[config.mk]
export PLATFORM = sky130hd
export DESIGN_NAME = borg_cmd_bridge
export DESIGN_NICKNAME = d
export VERILOG_FILES = /design/src/rtl/borg_cmd_bridge.sv
export SDC_FILE = /design/constraint.sdc
export NUM_CORES = 1
export LEC_CHECK = 0
export CAP_MARGIN = 20
export CORE_MARGIN = 4
export CORE_UTILIZATION = 35
export DETAILED_ROUTE_END_ITERATION = 16
export HOLD_SLACK_MARGIN = 0.02
export PLACE_DENSITY = 0.6
export SLEW_MARGIN = 20
export SYNTH_ARGS = -nofsm -noshare
export SYNTH_HDL_FRONTEND = slang
export SYNTH_SLANG_ARGS = --single-unit
[constraint.sdc]
create_clock -name clock -period 4.64 [get_ports clock]
set_clock_uncertainty 0.1 [all_clocks]
set_input_delay 0.464 -clock clock [delete_from_list [all_inputs] [get_ports clock]]
set_output_delay 0.464 -clock clock [all_outputs]
set_load 0.1 [all_outputs]
[src/rtl/borg_cmd_bridge.sv]
// borg_cmd_bridge
// Peripheral-bus slave bridging the CPU to the Borg compute core. CPU writes
// to CMD are queued in a command FIFO and streamed to the core. Core results
// are queued in a result FIFO that the CPU drains by reading RESULT, with the
// bus stalled while that FIFO is empty.
//
// Handshake semantics (both streams): a beat transfers on a clock edge where
// valid && ready are both 1. The producer keeps bits stable while valid is
// high and ready is low. Valid never depends on ready in this block.
module borg_cmd_bridge #(
   parameter int CMD_DEPTH = 4,
   parameter int RES_DEPTH = 4
) (
   input  logic        clock,
   input  logic        reset,
   input  logic [5:0]  io_address,
   input  logic [31:0] io_data_in,
   input  logic [1:0]  io_data_write_n,
   input  logic [1:0]  io_data_read_n,
   output logic [31:0] io_data_out,
   output logic        io_data_ready,
   output logic        io_user_interrupt,
   output logic        io_cmd_valid,
   input  logic        io_cmd_ready,
   output logic [31:0] io_cmd_bits,
   input  logic        io_res_valid,
   output logic        io_res_ready,
   input  logic [31:0] io_res_bits
);

   localparam int CAW = $clog2(CMD_DEPTH);
   localparam int RAW = $clog2(RES_DEPTH);

   localparam logic [5:0] ADDR_CMD    = 6'h00;
   localparam logic [5:0] ADDR_RESULT = 6'h04;
   localparam logic [5:0] ADDR_STATUS = 6'h08;
   localparam logic [5:0] ADDR_CTRL   = 6'h0C;

   localparam logic [CAW:0] CMD_FULL_CNT = (CAW+1)'(CMD_DEPTH);
   localparam logic [RAW:0] RES_FULL_CNT = (RAW+1)'(RES_DEPTH);

   // ---------------------------------------------------------------------
   // Storage and control state
   // ---------------------------------------------------------------------
   logic [31:0]  cmd_mem [CMD_DEPTH];
   logic [31:0]  res_mem [RES_DEPTH];
   logic [CAW:0] cmd_wr_ptr, cmd_rd_ptr;
   logic [RAW:0] res_wr_ptr, res_rd_ptr;
   logic         overflow;
   logic         ie;
   logic         served;
   logic         irq_q;

   // ---------------------------------------------------------------------
   // Derived status
   // ---------------------------------------------------------------------
   logic [CAW:0] cmd_count;
   logic [RAW:0] res_count;
   logic         cmd_empty, cmd_full;
   logic         res_empty, res_full;

   assign cmd_count = cmd_wr_ptr - cmd_rd_ptr;
   assign res_count = res_wr_ptr - res_rd_ptr;
   assign cmd_empty = (cmd_count == '0);
   assign cmd_full  = (cmd_count == CMD_FULL_CNT);
   assign res_empty = (res_count == '0);
   assign res_full  = (res_count == RES_FULL_CNT);

   // ---------------------------------------------------------------------
   // Bus decode
   // ---------------------------------------------------------------------
   logic        wr_active, rd_active;
   logic [31:0] wdata;
   logic        rd_result;
   logic        flush;
   logic        cmd_wr_req, cmd_push, cmd_pop, cmd_drop;
   logic        res_push, res_pop;
   logic        status_clr;
   logic        ctrl_wr;

   assign wr_active = (io_data_write_n != 2'b11);
   assign rd_active = (io_data_read_n  != 2'b11);

   // Zero-extend the write data according to the access size.
   always_comb begin
      wdata = io_data_in;
      case (io_data_write_n)
         2'b00:   wdata = {24'h0, io_data_in[7:0]};
         2'b01:   wdata = {16'h0, io_data_in[15:0]};
         default: wdata = io_data_in;
      endcase
   end

   assign ctrl_wr    = wr_active && (io_address == ADDR_CTRL);
   assign flush      = ctrl_wr && wdata[0];
   assign status_clr = wr_active && (io_address == ADDR_STATUS) && wdata[2];

   // A CMD write into a full FIFO still lands if the core frees a slot in
   // the same cycle; otherwise it is dropped and flagged as overflow.
   assign cmd_wr_req = wr_active && (io_address == ADDR_CMD) && !flush;
   assign cmd_pop    = io_cmd_valid && io_cmd_ready && !flush;
   assign cmd_push   = cmd_wr_req && (!cmd_full || cmd_pop);
   assign cmd_drop   = cmd_wr_req && cmd_full && !cmd_pop;

   // Only the first cycle of a RESULT read transaction may pop.
   assign rd_result = rd_active && (io_address == ADDR_RESULT);
   assign res_push  = io_res_valid && io_res_ready && !flush;
   assign res_pop   = rd_result && !served && !res_empty && !flush;

   // ---------------------------------------------------------------------
   // Outputs
   // ---------------------------------------------------------------------
   assign io_cmd_valid      = !cmd_empty;
   assign io_cmd_bits       = cmd_empty ? 32'h0 : cmd_mem[cmd_rd_ptr[CAW-1:0]];
   assign io_res_ready      = !res_full;
   assign io_user_interrupt = irq_q;

   // A RESULT read stalls only on its first cycle while nothing is queued.
   assign io_data_ready = !(rd_result && !served && res_empty);

   // Read mux: combinational from the addressed register.
   always_comb begin
      io_data_out = 32'h0;
      case (io_address)
         ADDR_RESULT: io_data_out = res_empty ? 32'h0 : res_mem[res_rd_ptr[RAW-1:0]];
         ADDR_STATUS: begin
            io_data_out[0]             = res_empty;
            io_data_out[1]             = cmd_full;
            io_data_out[2]             = overflow;
            io_data_out[8 +: CAW+1]    = cmd_count;
            io_data_out[16 +: RAW+1]   = res_count;
         end
         ADDR_CTRL:   io_data_out[1] = ie;
         default:     io_data_out = 32'h0;
      endcase
   end

   // ---------------------------------------------------------------------
   // Sequential logic
   // ---------------------------------------------------------------------

   // Command FIFO data storage (contents need no reset; pointers gate use).
   always_ff @(posedge clock) begin
      if (cmd_push) cmd_mem[cmd_wr_ptr[CAW-1:0]] <= wdata;
   end

   // Command FIFO pointers; flush and reset both empty the queue.
   always_ff @(posedge clock) begin
      if (reset || flush) begin
         cmd_wr_ptr <= '0;
         cmd_rd_ptr <= '0;
      end else begin
         if (cmd_push) cmd_wr_ptr <= cmd_wr_ptr + 1'b1;
         if (cmd_pop)  cmd_rd_ptr <= cmd_rd_ptr + 1'b1;
      end
   end

   // Result FIFO data storage.
   always_ff @(posedge clock) begin
      if (res_push) res_mem[res_wr_ptr[RAW-1:0]] <= io_res_bits;
   end

   // Result FIFO pointers; flush and reset both empty the queue.
   always_ff @(posedge clock) begin
      if (reset || flush) begin
         res_wr_ptr <= '0;
         res_rd_ptr <= '0;
      end else begin
         if (res_push) res_wr_ptr <= res_wr_ptr + 1'b1;
         if (res_pop)  res_rd_ptr <= res_rd_ptr + 1'b1;
      end
   end

   // Sticky overflow: set by a dropped CMD write, cleared by STATUS or flush.
   always_ff @(posedge clock) begin
      if (reset || flush || status_clr) overflow <= 1'b0;
      else if (cmd_drop)                overflow <= 1'b1;
   end

   // Interrupt enable, written through CTRL bit1.
   always_ff @(posedge clock) begin
      if (reset)        ie <= 1'b0;
      else if (ctrl_wr) ie <= wdata[1];
   end

   // Served flag marks a read transaction that has already completed once.
   always_ff @(posedge clock) begin
      if (reset || !rd_active) served <= 1'b0;
      else if (io_data_ready)  served <= 1'b1;
   end

   // Registered interrupt: follows state with one cycle of latency.
   always_ff @(posedge clock) begin
      if (reset) irq_q <= 1'b0;
      else       irq_q <= ie && !res_empty;
   end

endmodule

# Yosys cells after proc, flatten, opt, wreduce, memory -nomap -nowiden

Memories as Yosys holds them, arrays and structs flattened. A register that Yosys moved wholly into a read port is not among the register bits.
Cells that the tools add are included.

Flip-flop bits (word level): 16
Bits in writable memories: 256
Output and inout bits: 68
Word-level logic and storage cells: 79
Memories kept: 2

$add $sub $neg: 6
Equality and inequality tests: 8
Mux-type cells: 19
Reduce and logical (&&, ||, !) cells: 36

Memories:

| name    | depth | width | rd ports | clocked after Yosys merged registers in | wr ports | line | RTL |
|---|---|---|---|---|---|---|---|
| cmd_mem | 4     | 32    | 1        | 1                                       | 1        | 45   | `logic [31:0] cmd_mem [CMD_DEPTH];` |
| res_mem | 4     | 32    | 1        | 1                                       | 1        | 46   | `logic [31:0] res_mem [RES_DEPTH];` |

Operators with widths:

| cell                                                                  | number |
|---|---|
| 32-bit 2-to-1 mux                                                     | 2 |
| 32-bit one-hot mux with 2 select lines                                | 1 |
| 1-bit logical AND                                                     | 19 |
| 13-bit 2-to-1 mux                                                     | 1 |
| 3-bit by 1-bit adder with 3-bit output, second input constant         | 4 |
| 6-bit by 4-bit equality test with 1-bit output, second input constant | 2 |
| 3-bit one-hot mux with 2 select lines                                 | 2 |
| 5-bit 2-to-1 mux                                                      | 2 |
| 1-bit zero test                                                       | 9 |
| 2-bit 2-to-1 mux                                                      | 4 |
| 3-bit equality test, second input constant                            | 2 |
| 6-bit by 3-bit equality test with 1-bit output, second input constant | 1 |
| 3-bit zero test                                                       | 2 |
| 6-bit zero test                                                       | 1 |
| 3-bit subtractor                                                      | 2 |
| 1-bit logical OR                                                      | 4 |
| 1-bit 2-to-1 mux                                                      | 4 |
| 2-bit inequality test, second input constant                          | 2 |
| 1-bit one-hot mux with 2 select lines                                 | 2 |
| 1-bit one-hot mux with 3 select lines                                 | 1 |
| 2-bit by 1-bit equality test with 1-bit output, second input constant | 1 |
| 2-bit zero test                                                       | 1 |

# Longest topological paths before layout

Gate-level depths: netlist (run 1).

Word-level depth: 9
Gate-level depth with buffers: 9
Gate-level depth less buffers: 8

# Worst setup path before layout (run 1)

OpenSTA, ideal clock, no wires.

Path type: register -> output
Start point: register res_wr_ptr[0]
End point: output io_data_out[0]
Arrival: 3.053 ns
Required time: 4.076 ns
Setup slack: 1.023 ns
Stages on the path, launching flop included: 8
Path through: dfxtp_1 inv_1 ha_1 inv_1 fa_1 nand2b_1 nor2_4 mux2i_1

Longest elaborated chain between the ends: 4

Ends and longest elaborated chain:

| element                                 | line | RTL |
|---|---|---|
| from (decl)                             | 48   | `logic [RAW:0] res_wr_ptr, res_rd_ptr;` |
| from (signal assigned)                  | 169  | `if (res_push) res_wr_ptr <= res_wr_ptr + 1'b1;` |
| 3-bit subtractor *                      | 63   | `assign res_count = res_wr_ptr - res_rd_ptr;` |
| 3-bit zero test *                       | 66   | `assign res_empty = (res_count == '0);` |
| 32-bit 2-to-1 mux                       | 125  | `ADDR_RESULT: io_data_out = res_empty ? 32'h0 : res_mem[res_rd_ptr[RAW-1:0]];` |
| 1-bit one-hot mux with 2 select lines * | 124  | `case (io_address)` |
| to (decl)                               | 20   | `output logic [31:0] io_data_out,` |

Every way passes the cells marked *; elsewhere a longest branch is shown, timed or not.

# Worst setup path after layout (run 1)

Start point: register res_wr_ptr[0]
End point: output io_data_ready

Longest elaborated chain between the ends: 4

Ends and longest elaborated chain:

| element           | line | RTL |
|---|---|---|
| 3-bit subtractor  | 63   |  |
| 3-bit zero test   | 66   |  |
| 1-bit logical AND | 119  | `assign io_data_ready = !(rd_result && !served && res_empty);` |
| 1-bit zero test   | 119  |  |
| to (decl)         | 21   | `output logic io_data_ready,` |

No other way between the ends.

==> flow_summary.yaml, run 1 <==
clock_network:
  clock_latency_ns: 0.53
  clk_pin_slew_ns: 0.06
  ctsResizeCount: 0
  cts_hold_buf: 0
  ctsHtreeMaxLevel: 1
  cts_buffer_depth: 3
  root_buffer: "clkbuf_16"
  cts_tree: "built"
  clkSinkCount: 276
  cts-buffers-inserted: 29
  cts_setup_buffers: 0
critical_path:
  cpMostUsedCell: "inv_1"
  crit_path_max_fanout: 5
  critPathRequiredTime_ns: 4.08
  slowest_stage: "clkdlybuf4s50_1"
  cp.arrival_ns: 3.31
  crit_path_end_kind: "primary output"
  crit_buf_inv: 3
  r2r_slack_ns: 1.42
  start_kind: "register"
  cpLargestDelayFamily: "buffers and inverters"
  max_stage_delay_ns: 1.16
  cp_cell_sequence: "inv_1 -> ha_1 -> inv_1 -> fa_1 -> nand2b_1 -> nor2_4 -> nand2_1 -> clkdlybuf4s50_1"
  crit_type: "register to primary output"
sta:
  rsz0062_at_grt: "false"
  finalWorstSetupSlack_ns: 0.771
  maxSlewHeadroom: 0.307
  slew_viol_final: 0
  finalSetupViolations: 0
  hold_viol: 0
  hold_slack_ns: 0.405
  finalCriticalPeriod_ns: 3.87
  final.setup.tns_ns: 0
  worstMarginPinSlew_ns: 1.04
  period_share: 0.834
  fmax_mhz: 258
drt:
  wl_um: 23300
  initialDrtViolationCount: 279
  drt_first_pass_iters: 4
  vias_per_cell: 4.94
  ant_nets: 0
  drc: 0
  wl_per_cell_um: 20.2
  via_count: 5710
global_routing:
  grt_pass1_wl_um: 35800
  antenna_found_initial: 3
  grt_max_degree: 34
  overflow: 0
  grt_usage: 0.133
  grt_pass1_vias: 6223
pwr:
  leakagePower_uw: 0.00457
  peakVddDrop_mv: 0.363
  total_power_uw: 7340
  power_per_cell_area_nw_per_um2: 532
floorplan:
  die_h_um: 186
  design.die.area_um2: 34700
  core_um2: 31500
  initial_core_util: 0.353
  io_pins: 146
  die_w_um: 186
  rows: 65
cells_and_area:
  finalCoreUtilization: 0.438
  drive_gt1_frac: 0.269
  syn2layout_area_growth_pct: 24.0
  layout.nets: 821
  nFillCells: 2730
  multi_input_comb_area_um2: 2910
  seq_area_um2: 8090
outcome:
  outcome: "completed"
synth:
  synth.avg_cell_area_um2: 19.4
  synth-compound-area-share: 0.0222
  synth_top_family_by_area: "multiplexers"
  synth_mux_area_frac: 0.134
  netlist_area_um2: 11100
  yosys.area.top_type: "edfxtp_1"
  synth_nets: 665
  yosys.area_share.simple: 0.0764
  synth-edff-count: 256
  synthAdderAreaFrac: 0.0171
  synthFlopType: "edfxtp_1"
  synth_top_area_frac: 0.691
  syn_inst: 573
  synth_xor_area_frac: 0.00945
  ys_ff_latch: 276
  synth_area_leaders: "edfxtp_1, mux4_2, dfxtp_1"
  synth_cell_types: 49
  yosysMostFrequentCell: "edfxtp_1"
  yosysWarnings: 0
  async_flop_share: 0
  synthTopCellsByCount: "edfxtp_1, mux4_2, nor2b_1, and2_1, dfxtp_1"
  synth-seq-area-share: 0.727
place:
  dp_hpwl_um: 15000
  place_ws_ns: 1.09
  port_buffers: 145
  place_congestion: 0.744
flow_run:
  cap_violations: 0
min_path:
  hp-class: "register to register"
[cell families after synthesis]
| kind of cell | after synthesis |
|---|---|
| buffers and inverters | 35 |
| xor gates and xnor gates | 7 |
| AOI/OAI and AO/OA | 30 |
| adders and majority gates | 14 |
| DFF | 276 |
| and+or+nand+nor | 142 |
| muxes | 69 |
[per-layer routing]
metal | wire length, um | GRT usage | share of wire
met5 | 39 | 0 | 0.0017
met3 | 1800 | 0.0416 | 0.077
met1 | 9280 | 0.159 | 0.40
met2 | 11800 | 0.239 | 0.51
met4 | 359 | 0.0242 | 0.015
[state kept, by name, indices dropped and copies added (netlist names), named ones only]
signal             count
cmd_mem              128
cmd_rd_ptr             3
cmd_wr_ptr             3
ie                     1
io_user_interrupt      1
overflow               1
res_mem              128
res_rd_ptr             3
res_wr_ptr             3
served                 1
[power by group]
part           internal [uW]  switching, uW  leakage, uW
registers               2800           69.3      0.00250
logic                    541           1700      0.00162
clock network           1350            880     0.000453
total                   4690           2650      0.00457
[worst register-to-register path, delay by kind of cell (launching register included)]
kind | cells | cell delay, ns
buffers and inverters | 2 | 0.19
AO/OA/AOI/OAI | 1 | 0.24
AND/OR/NAND/NOR | 2 | 1.07
adder cells (fa/ha/maj) | 2 | 0.55
flip-flops | 1 | 0.33
XOR/XNOR | 1 | 0.32
[metrics by stage]
stage	cell area (um^2)	instances
global placement	12900	1100
CTS	13800	1154
detailed placement	12900	1100
floorplan	11100	573
finish	13800	1155
global route	13800	1154
[path summary, 6_finish.rpt]
check                                   start            end  cells past startpoint
worst max-delay path            res_wr_ptr[0]  io_data_ready                      8
worst min-delay path                 overflow       overflow                      1
worst max register to register  res_wr_ptr[0]  res_mem[0][2]                      8
worst min register to register       overflow       overflow                      1
[final cells by class]
type,count,area share
flip-flops and latches,276,0.587
well taps,402,0.0365
inverters,11,0.00299
clock inverters,11,0.00970
repair buffers,149,0.0956
multi-input cells,262,0.211
clock buffers,43,0.0579
diodes,1,0.000181
[cell usage in the layout, fill, tap and decap left out, drive strengths merged, types with 4 or more instances in the layout]
cell type,instances
nor3,4
inv,12
nor2,13
nand2,12
a21oi,6
and3,6
nand2b,5
o21ai,7
mux2i,5
nand3,6
and2,43
clkinv,7
edfxtp,256
dfxtp,20
ha,12
buf,69
nor2b,43
mux4,64
clkdlybuf4s50,80
clkbuf,43
a22o,6
(Power assumes the default switching activity.)
==> run 2, diff against run 1 <==
clock period = 4 ns   (was 4.64 ns; I/O delays follow)
==> flow_summary.yaml, run 2 (synthesized netlist as in run 1, its figures left out) <==
outcome:
  outcome: "completed"
floorplan:
  die_h_um: 186
  die_w_um: 186
  design.die.area_um2: 34700
  io_pins: 146
  rows: 65
  initial_core_util: 0.353
  core_um2: 31500
min_path:
  hp-class: "register to register"
  min_path_cells: 2
  hold-path-endpoint: "res_rd_ptr[2]"
  hp-start: "res_rd_ptr[2]"
drt:
  drc: 0
  wl_per_cell_um: 21.1
  initialDrtViolationCount: 361
  drt_first_pass_iters: 5
  ant_nets: 0
  wl_um: 24200
  vias_per_cell: 5.04
  via_count: 5799
pwr:
  power_per_cell_area_nw_per_um2: 596
  total_power_uw: 8410
  peakVddDrop_mv: 0.578
  leakagePower_uw: 0.00464
clock_network:
  cts-buffers-inserted: 29
  ctsResizeCount: 0
  cts_setup_buffers: 0
  cts_tree: "built"
  clock_latency_ns: 0.53
  cts_hold_buf: 0
  ctsHtreeMaxLevel: 1
  cts_buffer_depth: 3
  root_buffer: "clkbuf_16"
  clkSinkCount: 276
  clk_pin_slew_ns: 0.06
cells_and_area:
  layout.nets: 823
  syn2layout_area_growth_pct: 26.9
  nFillCells: 2675
  final_common_cell: "edfxtp_1"
  antenna_cells: 0
  drive_gt1_frac: 0.277
  final_cell_mix: "edfxtp_1, clkdlybuf4s50_1, mux4_2"
sta:
  worstMarginPinSlew_ns: 1.03
  fmax_mhz: 281
  hold_viol: 0
  finalCriticalPeriod_ns: 3.55
  final.setup.tns_ns: 0
  slew_viol_final: 0
  rsz0062_at_grt: "false"
  finalSetupViolations: 0
  period_share: 0.888
  maxSlewHeadroom: 0.312
global_routing:
  overflow: 0
  grt_max_degree: 34
  grt_usage: 0.139
  grt_pass1_vias: 6418
  grt_pass1_wl_um: 37200
  antenna_found_initial: 1
flow_run:
  cap_violations: 0
critical_path:
  crit_path_max_fanout: 30
  reg2regPathDepth: 8
  r2r-end: "res_mem[2][9]"
  start_kind: "register"
  critPathRequiredTime_ns: 3.50
  crit_type: "register to primary output"
  r2r-start: "res_wr_ptr[0]"
  r2r_slack_ns: 0.83
  cp.arrival_ns: 3.05
  crit_path_end_kind: "primary output"
place:
  dp_hpwl_um: 15900
  port_buffers: 145
  place_congestion: 0.760
run 2: cell types whose count changed in the layout (fill, tap and decap cells not counted):
| cell | change |
|---|---|
| clkinvlp_4 | +1 |
| bufinv_16 | -1 |
| buf_4 | -26 |
| clkbuf_1 | -10 |
| clkinv_2 | +4 |
| clkdlybuf4s50_1 | -2 |
| diode_2 | -1 |
| clkinv_4 | -1 |
| buf_12 | +30 |
| clkbuf_8 | -2 |
| clkinv_1 | +3 |
run 2: critical path, stage by stage (launching register included):
cell and delay, ns:
dfxtp_1 0.34, inv_1 0.15, ha_1 0.18, inv_1 0.05, fa_1 0.52, nand2b_1 0.21
nor2_4 0.07, nor2_2 0.12, buf_4 0.33, a22o_1 0.32, buf_12 0.21
run 2: report_power, final:
part | switching [uW] | internal (uW) | total, uW
combinational | 2010 | 642 | 2650
clock | 1030 | 1430 | 2460
sequential | 58.4 | 3240 | 3300
total | 3090 | 5320 | 8410
run 2: routing by layer:
metal  track usage  share of wire  vias to the layer above  routed length (um)
li1              -              -                     2573                   -
met1         0.181           0.40                     2979                9820
met2         0.237           0.50                      213               12000
met3        0.0354          0.078                       32                1880
met4        0.0312          0.020                        2                 492
met5             0        0.00029                        -                   7
run 2: worst max path at each step:
stage,start,end,slack (ns),depth (start not counted)
after CTS,res_wr_ptr[0],io_data_out[9],0.36,10
after global placement,io_data_write_n[1],cmd_mem[3][22],0.89,5
final,res_wr_ptr[0],io_data_out[17],0.45,10
after floorplan,res_wr_ptr[0],io_data_out[0],0.45,7
after global routing,res_wr_ptr[0],io_data_out[18],0.23,10
after detailed placement,res_wr_ptr[0],res_mem[0][21],0.82,8
run 2: final cells by class:
type,count,area [um^2],share of cell area
flip-flops and latches,276,8090,0.573
well taps,402,503,0.0356
inverters,11,41.3,0.00293
clock inverters,17,134,0.00948
repair buffers,151,1700,0.121
multi-input cells,262,2910,0.206
clock buffers,31,733,0.0519
run 2: through the flow:
stage               worst slack [ns]  hold WS [ns]  area (um^2)  utilization  std cells
CTS                            0.360         0.370        14100        0.448       1150
global route                   0.229         0.393        14100        0.448       1150
floorplan                      0.447         0.341        11100            -        573
detailed placement             0.816         0.390        13200        0.421       1102
finish                         0.447         0.406        14100        0.448       1150
global placement               0.891         0.381        13200        0.421       1102
